**src/rtl/uart_rx_fifo.sv**
```systemverilog
// Byte FIFO behind a UART receiver: first-word fall-through read, sticky overflow, saturating error count.
// Define UART_RX_FIFO_ERR_DROP_EN to discard frames flagged with a stop-bit error instead of storing them.
module uart_rx_fifo #(
   parameter int DEPTH = 16
) (
   input  logic                     i_clk,
   input  logic                     i_rst,
   input  logic                     i_rx_dv,
   input  logic [7:0]               i_rx_byte,
   input  logic                     i_rx_error,
   input  logic                     i_rd_en,
   input  logic                     i_clr_ovf,
   output logic [7:0]               o_rd_data,
   output logic                     o_rd_valid,
   output logic                     o_full,
   output logic [$clog2(DEPTH):0]   o_count,
   output logic                     o_overflow,
   output logic [7:0]               o_err_cnt
);

   localparam int AW = $clog2(DEPTH);
   localparam int CW = AW + 1;
   localparam logic [CW-1:0] DEPTH_C = CW'(DEPTH);

   logic [7:0]    mem_q [DEPTH];
   logic [AW-1:0] wr_ptr_q, wr_ptr_d;
   logic [AW-1:0] rd_ptr_q, rd_ptr_d;
   logic [CW-1:0] count_q, count_d;
   logic          ovf_q, ovf_d;
   logic [7:0]    err_cnt_q, err_cnt_d;

   logic full, empty, wr_req, wr_acc, rd_acc, ovf_set;

`ifdef UART_RX_FIFO_ERR_DROP_EN
   assign wr_req = i_rx_dv & ~i_rx_error;
`else
   assign wr_req = i_rx_dv;
`endif

   assign full    = (count_q == DEPTH_C);
   assign empty   = (count_q == '0);
   assign rd_acc  = i_rd_en & ~empty;
   // A full FIFO still takes a byte when the same edge pops the head.
   assign wr_acc  = wr_req & (~full | rd_acc);
   assign ovf_set = wr_req & full & ~rd_acc;

   // NOTE: every variable gets a default first so no path leaves it unassigned, which would infer a latch.
   always_comb begin
      wr_ptr_d  = wr_ptr_q;
      rd_ptr_d  = rd_ptr_q;
      count_d   = count_q;
      ovf_d     = ovf_q;
      err_cnt_d = err_cnt_q;

      if (wr_acc) wr_ptr_d = wr_ptr_q + AW'(1);
      if (rd_acc) rd_ptr_d = rd_ptr_q + AW'(1);

      case ({wr_acc, rd_acc})
         2'b10:   count_d = count_q + CW'(1);
         2'b01:   count_d = count_q - CW'(1);
         default: count_d = count_q;
      endcase

      // A new overflow wins over a coincident clear.
      if (ovf_set)        ovf_d = 1'b1;
      else if (i_clr_ovf) ovf_d = 1'b0;

      if (i_rx_dv && i_rx_error && (err_cnt_q != 8'hFF)) err_cnt_d = err_cnt_q + 8'd1;
   end

   // NOTE: state registers use non-blocking assignments so every flop samples pre-edge values.
   always_ff @(posedge i_clk or posedge i_rst) begin
      if (i_rst) begin
         wr_ptr_q  <= '0;
         rd_ptr_q  <= '0;
         count_q   <= '0;
         ovf_q     <= 1'b0;
         err_cnt_q <= '0;
      end else begin
         wr_ptr_q  <= wr_ptr_d;
         rd_ptr_q  <= rd_ptr_d;
         count_q   <= count_d;
         ovf_q     <= ovf_d;
         err_cnt_q <= err_cnt_d;
      end
   end

   // NOTE: storage is deliberately left out of reset; count and pointers alone define what is valid.
   always_ff @(posedge i_clk) begin
      if (wr_acc) mem_q[wr_ptr_q] <= i_rx_byte;
   end

   assign o_rd_data  = mem_q[rd_ptr_q];
   assign o_rd_valid = ~empty;
   assign o_full     = full;
   assign o_count    = count_q;
   assign o_overflow = ovf_q;
   assign o_err_cnt  = err_cnt_q;

endmodule

```
**config.mk**
```make
export PLATFORM = sky130hd
export DESIGN_NAME = uart_rx_fifo
export DESIGN_NICKNAME = d
export VERILOG_FILES = /design/src/rtl/uart_rx_fifo.sv
export SDC_FILE = /design/constraint.sdc
export NUM_CORES = 1
export LEC_CHECK = 0
export CORE_MARGIN = 1.5
export CORE_UTILIZATION = 30
export CTS_BUF_LIST = sky130_fd_sc_hd__clkbuf_16
export DETAILED_ROUTE_END_ITERATION = 6
export HOLD_SLACK_MARGIN = 0.08
export SLEW_MARGIN = 20
export SYNTH_ARGS = -nofsm -noshare
export SYNTH_HDL_FRONTEND = slang
export SYNTH_SLANG_ARGS = --single-unit
```
**constraint.sdc**
```tcl
create_clock -name i_clk -period 2.4 [get_ports i_clk]
set_input_delay 0.6 -clock i_clk [delete_from_list [all_inputs] [get_ports i_clk]]
set_output_delay 0.6 -clock i_clk [all_outputs]
set_load 0.02 [all_outputs]
```
# After elaboration in Yosys (flattened, before gate mapping)
# Memories as Yosys holds them, arrays and structs flattened.
# Index checks and enable logic that the tools add are counted.
dict set report totals {
  ff_bits 22
  n_memories 1
  inputBits 14
  rom_bits 0
  ram_bits 128
  latchBits 0
  elab_cells 33
  out_inout_bits 24
}
dict set report classes {
  magnitude_cmp 0
  n_eq_ne 4
  mul 0
  div 0
  n_shift 0
  reduce_logical 5
  muxes 5
  addsub 5
  n_bitwise 8
}
# memory words word_bits read_ports rd_clocked_by_memory_dff write_ports line
set memory_table {}
lappend memory_table {mem_q 16 8 1 0 1 25} ;# logic [7:0] mem_q [DEPTH];
# op n
set ops {}
lappend ops {{case mux 5 bit (2 select lines)} 1}
lappend ops {{adder 4 x 1 -> 4 bit, second input constant} 2}
lappend ops {{adder 8 x 1 -> 8 bit, second input constant} 1}
lappend ops {{!= test 8 bit, second input constant} 1}
lappend ops {{adder 5 x 1 -> 5 bit, second input constant} 1}
lappend ops {{== test 5 bit, second input constant} 1}
lappend ops {{zero test 5 bit} 1}
lappend ops {{subtractor 5 x 1 -> 5 bit, second input constant} 1}
lappend ops {{bitwise AND 1 bit} 4}
lappend ops {{two-way mux 1 bit} 4}
lappend ops {{nonzero test 2 bit} 2}
lappend ops {{inverter 1 bit} 3}
lappend ops {{== test 2 x 1 -> 1 bit, second input constant} 1}
lappend ops {{== test 2 bit, second input constant} 1}
lappend ops {{logical AND 1 bit} 2}
lappend ops {{bitwise OR 1 bit} 1}

# Longest topological paths before layout
dict set report depth {
  word_depth 7
  mapped_depth 9
  depth_no_buf 8
}

# Least setup slack after synthesis
# No wires, ideal clock.
dict set report synth_path {
  path_type {flip-flop to output port}
  start {register rd_ptr_q[0]}
  end {output port o_rd_data[3]}
  t_arrival_ns 1.687
  setup_slack_ns 0.113
  path_buffers 2
  path_stages_with_launch 6
  required_time_ns 1.800
  path_cell_list {dfrtp_1 -> buf_2 -> buf_2 -> mux4_2 -> a22oi_1 -> nand2_1}
}
dict set report synth_between {
  elab_chain_len 1
}
# element line
set synth_rtl {}
lappend synth_rtl {{from (decl)} 27} ;# logic [AW-1:0] rd_ptr_q, rd_ptr_d;
lappend synth_rtl {{from (signal assigned)} 81} ;# rd_ptr_q <= rd_ptr_d;
lappend synth_rtl {{memory (16 x 8 bit)} n/a}
lappend synth_rtl {{to (decl)} 13} ;# output logic [7:0] o_rd_data,
# Every way passes these cells.

# Final worst setup path
dict set report layout_path {
  start {register rd_ptr_q[0]}
  end {output port o_rd_data[1]}
}
# The elaborated chain is that of the path after synthesis.

==> reports/qor.yml <==
status: "finished with violations"
violations: "setup timing"
yosysMostFrequentCell: "edfxtp_1"
io_buffers: 37
grt_start_max_net_pins: 24
clock_latency_ns: 0.43
syn2layout_area_growth_pct: 28.9
hold_viol: 0
initial_utilization_pct: 30.6
ys_seq_area_share_pct: 71.0
rsz0062_at_grt: "true"
clock-sinks: 150
crit_chain: "buf_4 -> buf_8 -> buf_6 -> mux4_2 -> a22oi_2 -> nand2_1 -> buf_6"
p_per_area_mw_per_mm2: 1230
dr.pass1.iters: 5
fin_crit_ns: 2.71
ios: 38
fin_skew_ns: 0.0147
tightest_slew_ns: 0.648
hold_path_class: "primary input to asynchronous set/reset pin"
comb_power_share_pct: 40.2
p_int_mw: 6.61
max_freq_mhz: 369
rows: 52
critPathSlowestCell: "mux4_2"
syn_area_mm2: 0.00618
path_buf_inv: 4
pre_cts_ws_ns: -0.295
cts.htree.levels: 4
ys.flop_type: "edfxtp_1"
synth_top_area_share_pct: 62.1
die_x_um: 147
setup_ws_ns: -0.306
netlist_top_cells_area: "edfxtp_1, mux4_2, dfrtp_1, a22oi_1, ha_1"
netSwitchingFraction_pct: 32.6
max_slew_margin_pct: 56.6
endpoint_kind: "output pin"
clk_pin_slew_ns: 0.06
overflow: 0
fin_nets: 473
worstPathMaxFanout: 6
cts_root_buf: "clkbuf_16"
start_kind: "flip-flop"
synth_area_per_cell_um2: 17.6
regArea_mm2: 0.00440
coreArea_mm2: 0.0202
grt_pass1_wl_um: 20200
p_leak_nw: 2.80
cts_buffer_depth: 2
num-fill-cells: 1797
stdcell_area_mm2: 0.00797
syn-num-nets: 375
pwr-share-seq_pct: 35.3
cp.arrival_ns: 2.11
ys_warn_count: 0
drc: 0
critPathTopFamily: "buffers and inverters"
final_cells: 732
dp.cells: 690
antenna_found_initial: 0
ys_ff_latch: 150
drive_above_1_share_pct: 34.8
cp_common_cell: "buf_6"
cp.required_ns: 1.80
fp.dieH_um: 147
multi_input_area_mm2: 0.00178
synth-edff-count: 128
post-synth-top-area-cell: "edfxtp_1"
placed_area_mm2: 0.00721
die_area_mm2: 0.0215
pwr-share-clk_pct: 24.5
globalplace.congestion: 0.829
synth_cell_types: 41
n_antenna_cell: 0
vias: 3430
slew_viol_final: 0
cpPeakStageDelay_ns: 0.49
synthArstFlopShare_pct: 14.7
grt_pass1_vias: 3665
hpwl_um: 8710
routedWlPerCell_um: 17.1
track_usage_pct: 12.5
cts_made_buffers: 17
final_util_pct: 39.4
period_share_pct: 113
cts_tree: "yes"
ir_drop_uv: 664
drtAntennaViolNets: 0
viasPerCell: 4.69
power_switching_mw: 3.20
drt_iter0_markers: 312
synthTopCellsByCount: "edfxtp_1, mux4_2, dfrtp_1"
cap_violations: 0
postRouteWirelength_um: 12500
setup_violations: 8
worstSetupPathType: "flip-flop to output pin"
synthCells: 351
cell families (layout without fill, tap and decap cells):
| logic type | after synthesis | after routing | synth area share [%] |
|---|---|---|---|
| AO/OA/AOI/OAI | 41 | 41 | 4.77 |
| XOR/XNOR | 13 | 13 | 1.84 |
| adder cells (fa/ha/maj) | 10 | 10 | 2.14 |
| buffers and inverters | 27 | 138 | 1.86 |
| flip-flops | 150 | 150 | 71.1 |
| multiplexers | 38 | 38 | 12.7 |
| AND/OR/NAND/NOR | 72 | 72 | 5.62 |
state kept, by name, summed over array words and instances (netlist names):
signal / flops
mem_q: 128
o_err_cnt: 8
o_count: 5
rd_ptr_q: 4
wr_ptr_q: 4
o_overflow: 1
final cells by class:
| class | instances | area share (%) |
|---|---|---|
| clock inverters | 15 | 1.44 |
| inverters | 9 | 0.424 |
| flip-flops and latches | 150 | 55.1 |
| well taps | 270 | 4.24 |
| multi-input cells | 174 | 22.3 |
| clock buffers | 17 | 5.34 |
| repair buffers | 97 | 11.1 |
cell usage in the layout, fill, tap and decap left out, drive strengths merged, types with 2 or more instances in the layout:
| cell | count |
|---|---|
| xor2 | 4 |
| nor2b | 3 |
| nand2 | 20 |
| clkinvlp | 3 |
| buf | 70 |
| clkdlybuf4s50 | 27 |
| a22oi | 17 |
| o31a | 2 |
| nor3 | 6 |
| o211ai | 3 |
| a21o | 2 |
| mux2i | 2 |
| inv | 11 |
| a21oi | 5 |
| xnor2 | 9 |
| nand3 | 8 |
| clkinv | 9 |
| clkbuf | 17 |
| mux2 | 4 |
| o21ai | 5 |
| mux4 | 32 |
| dfrtp | 22 |
| nor2 | 21 |
| nand4 | 3 |
| edfxtp | 128 |
| ha | 9 |
| nand2b | 6 |
what timing repair did:
| item | 4_1_cts | 5_1_grt |
|---|---|---|
| setup buffers | 4 | 6 |
| resized for setup | 75 | 13 |
| hold buffers | 0 | 0 |
| setup endpoints to repair | 10 | 10 |
| pin swaps | 14 | 7 |
| cloned | 1 | 0 |
power by group through the flow:
stage | clock (mW) | combinational, mW | sequential [mW]
floorplan | 0 | 2.01 | 3.57
global placement | 0 | 3.48 | 3.49
detailed placement | 0 | 3.52 | 3.51
CTS | 2.45 | 3.85 | 3.48
global route | 2.55 | 4.25 | 3.52
finish | 2.40 | 3.94 | 3.47
layer usage:
metal	up-vias	global-route usage (%)	part of all wire (%)
met3	14	3.28	3.7
met1	1752	14.7	42
met2	82	22.0	53
met5	-	0	0
met4	0	4.90	1.2
li1	1582	-	-
worst paths after layout:
kind                       cells after the start  slack [ns]            to    startpoint
setup / recovery                               7       -0.31  o_rd_data[1]   rd_ptr_q[0]
hold / removal                                 3        0.51  o_err_cnt[6]         i_rst
setup reg to reg                               9        0.13    o_count[2]    o_count[1]
hold reg to reg                                1        0.52  o_err_cnt[6]  o_err_cnt[6]
max in group asynchronous                      3        1.63   rd_ptr_q[0]         i_rst
min in group i_clk                             1        0.52  o_err_cnt[6]  o_err_cnt[6]
through the flow:
stage | hold WS (ns) | setup TNS [ns] | power [mW]
5_1_grt | 0.546 | -2.73 | 10.3
3_3_place_gp | 0.501 | -2.44 | 6.97
6_report | 0.510 | -2.19 | 9.82
3_5_place_dp | 0.517 | -3.94 | 7.03
4_1_cts | 0.519 | -2.48 | 9.79
2_1_floorplan | 0.490 | 0 | 5.58
worst reg2reg max path, cell delays in order (launching register included):
cell and delay, ns:
dfrtp_1 0.38, buf_4 0.17, nor4_2 0.32, a21o_1 0.19, inv_1 0.08, ha_1 0.34
xor2_2 0.21, a311oi_1 0.27, a21oi_1 0.07, a21oi_1 0.16
No activity file was read; power rests on OpenSTA's default activity.
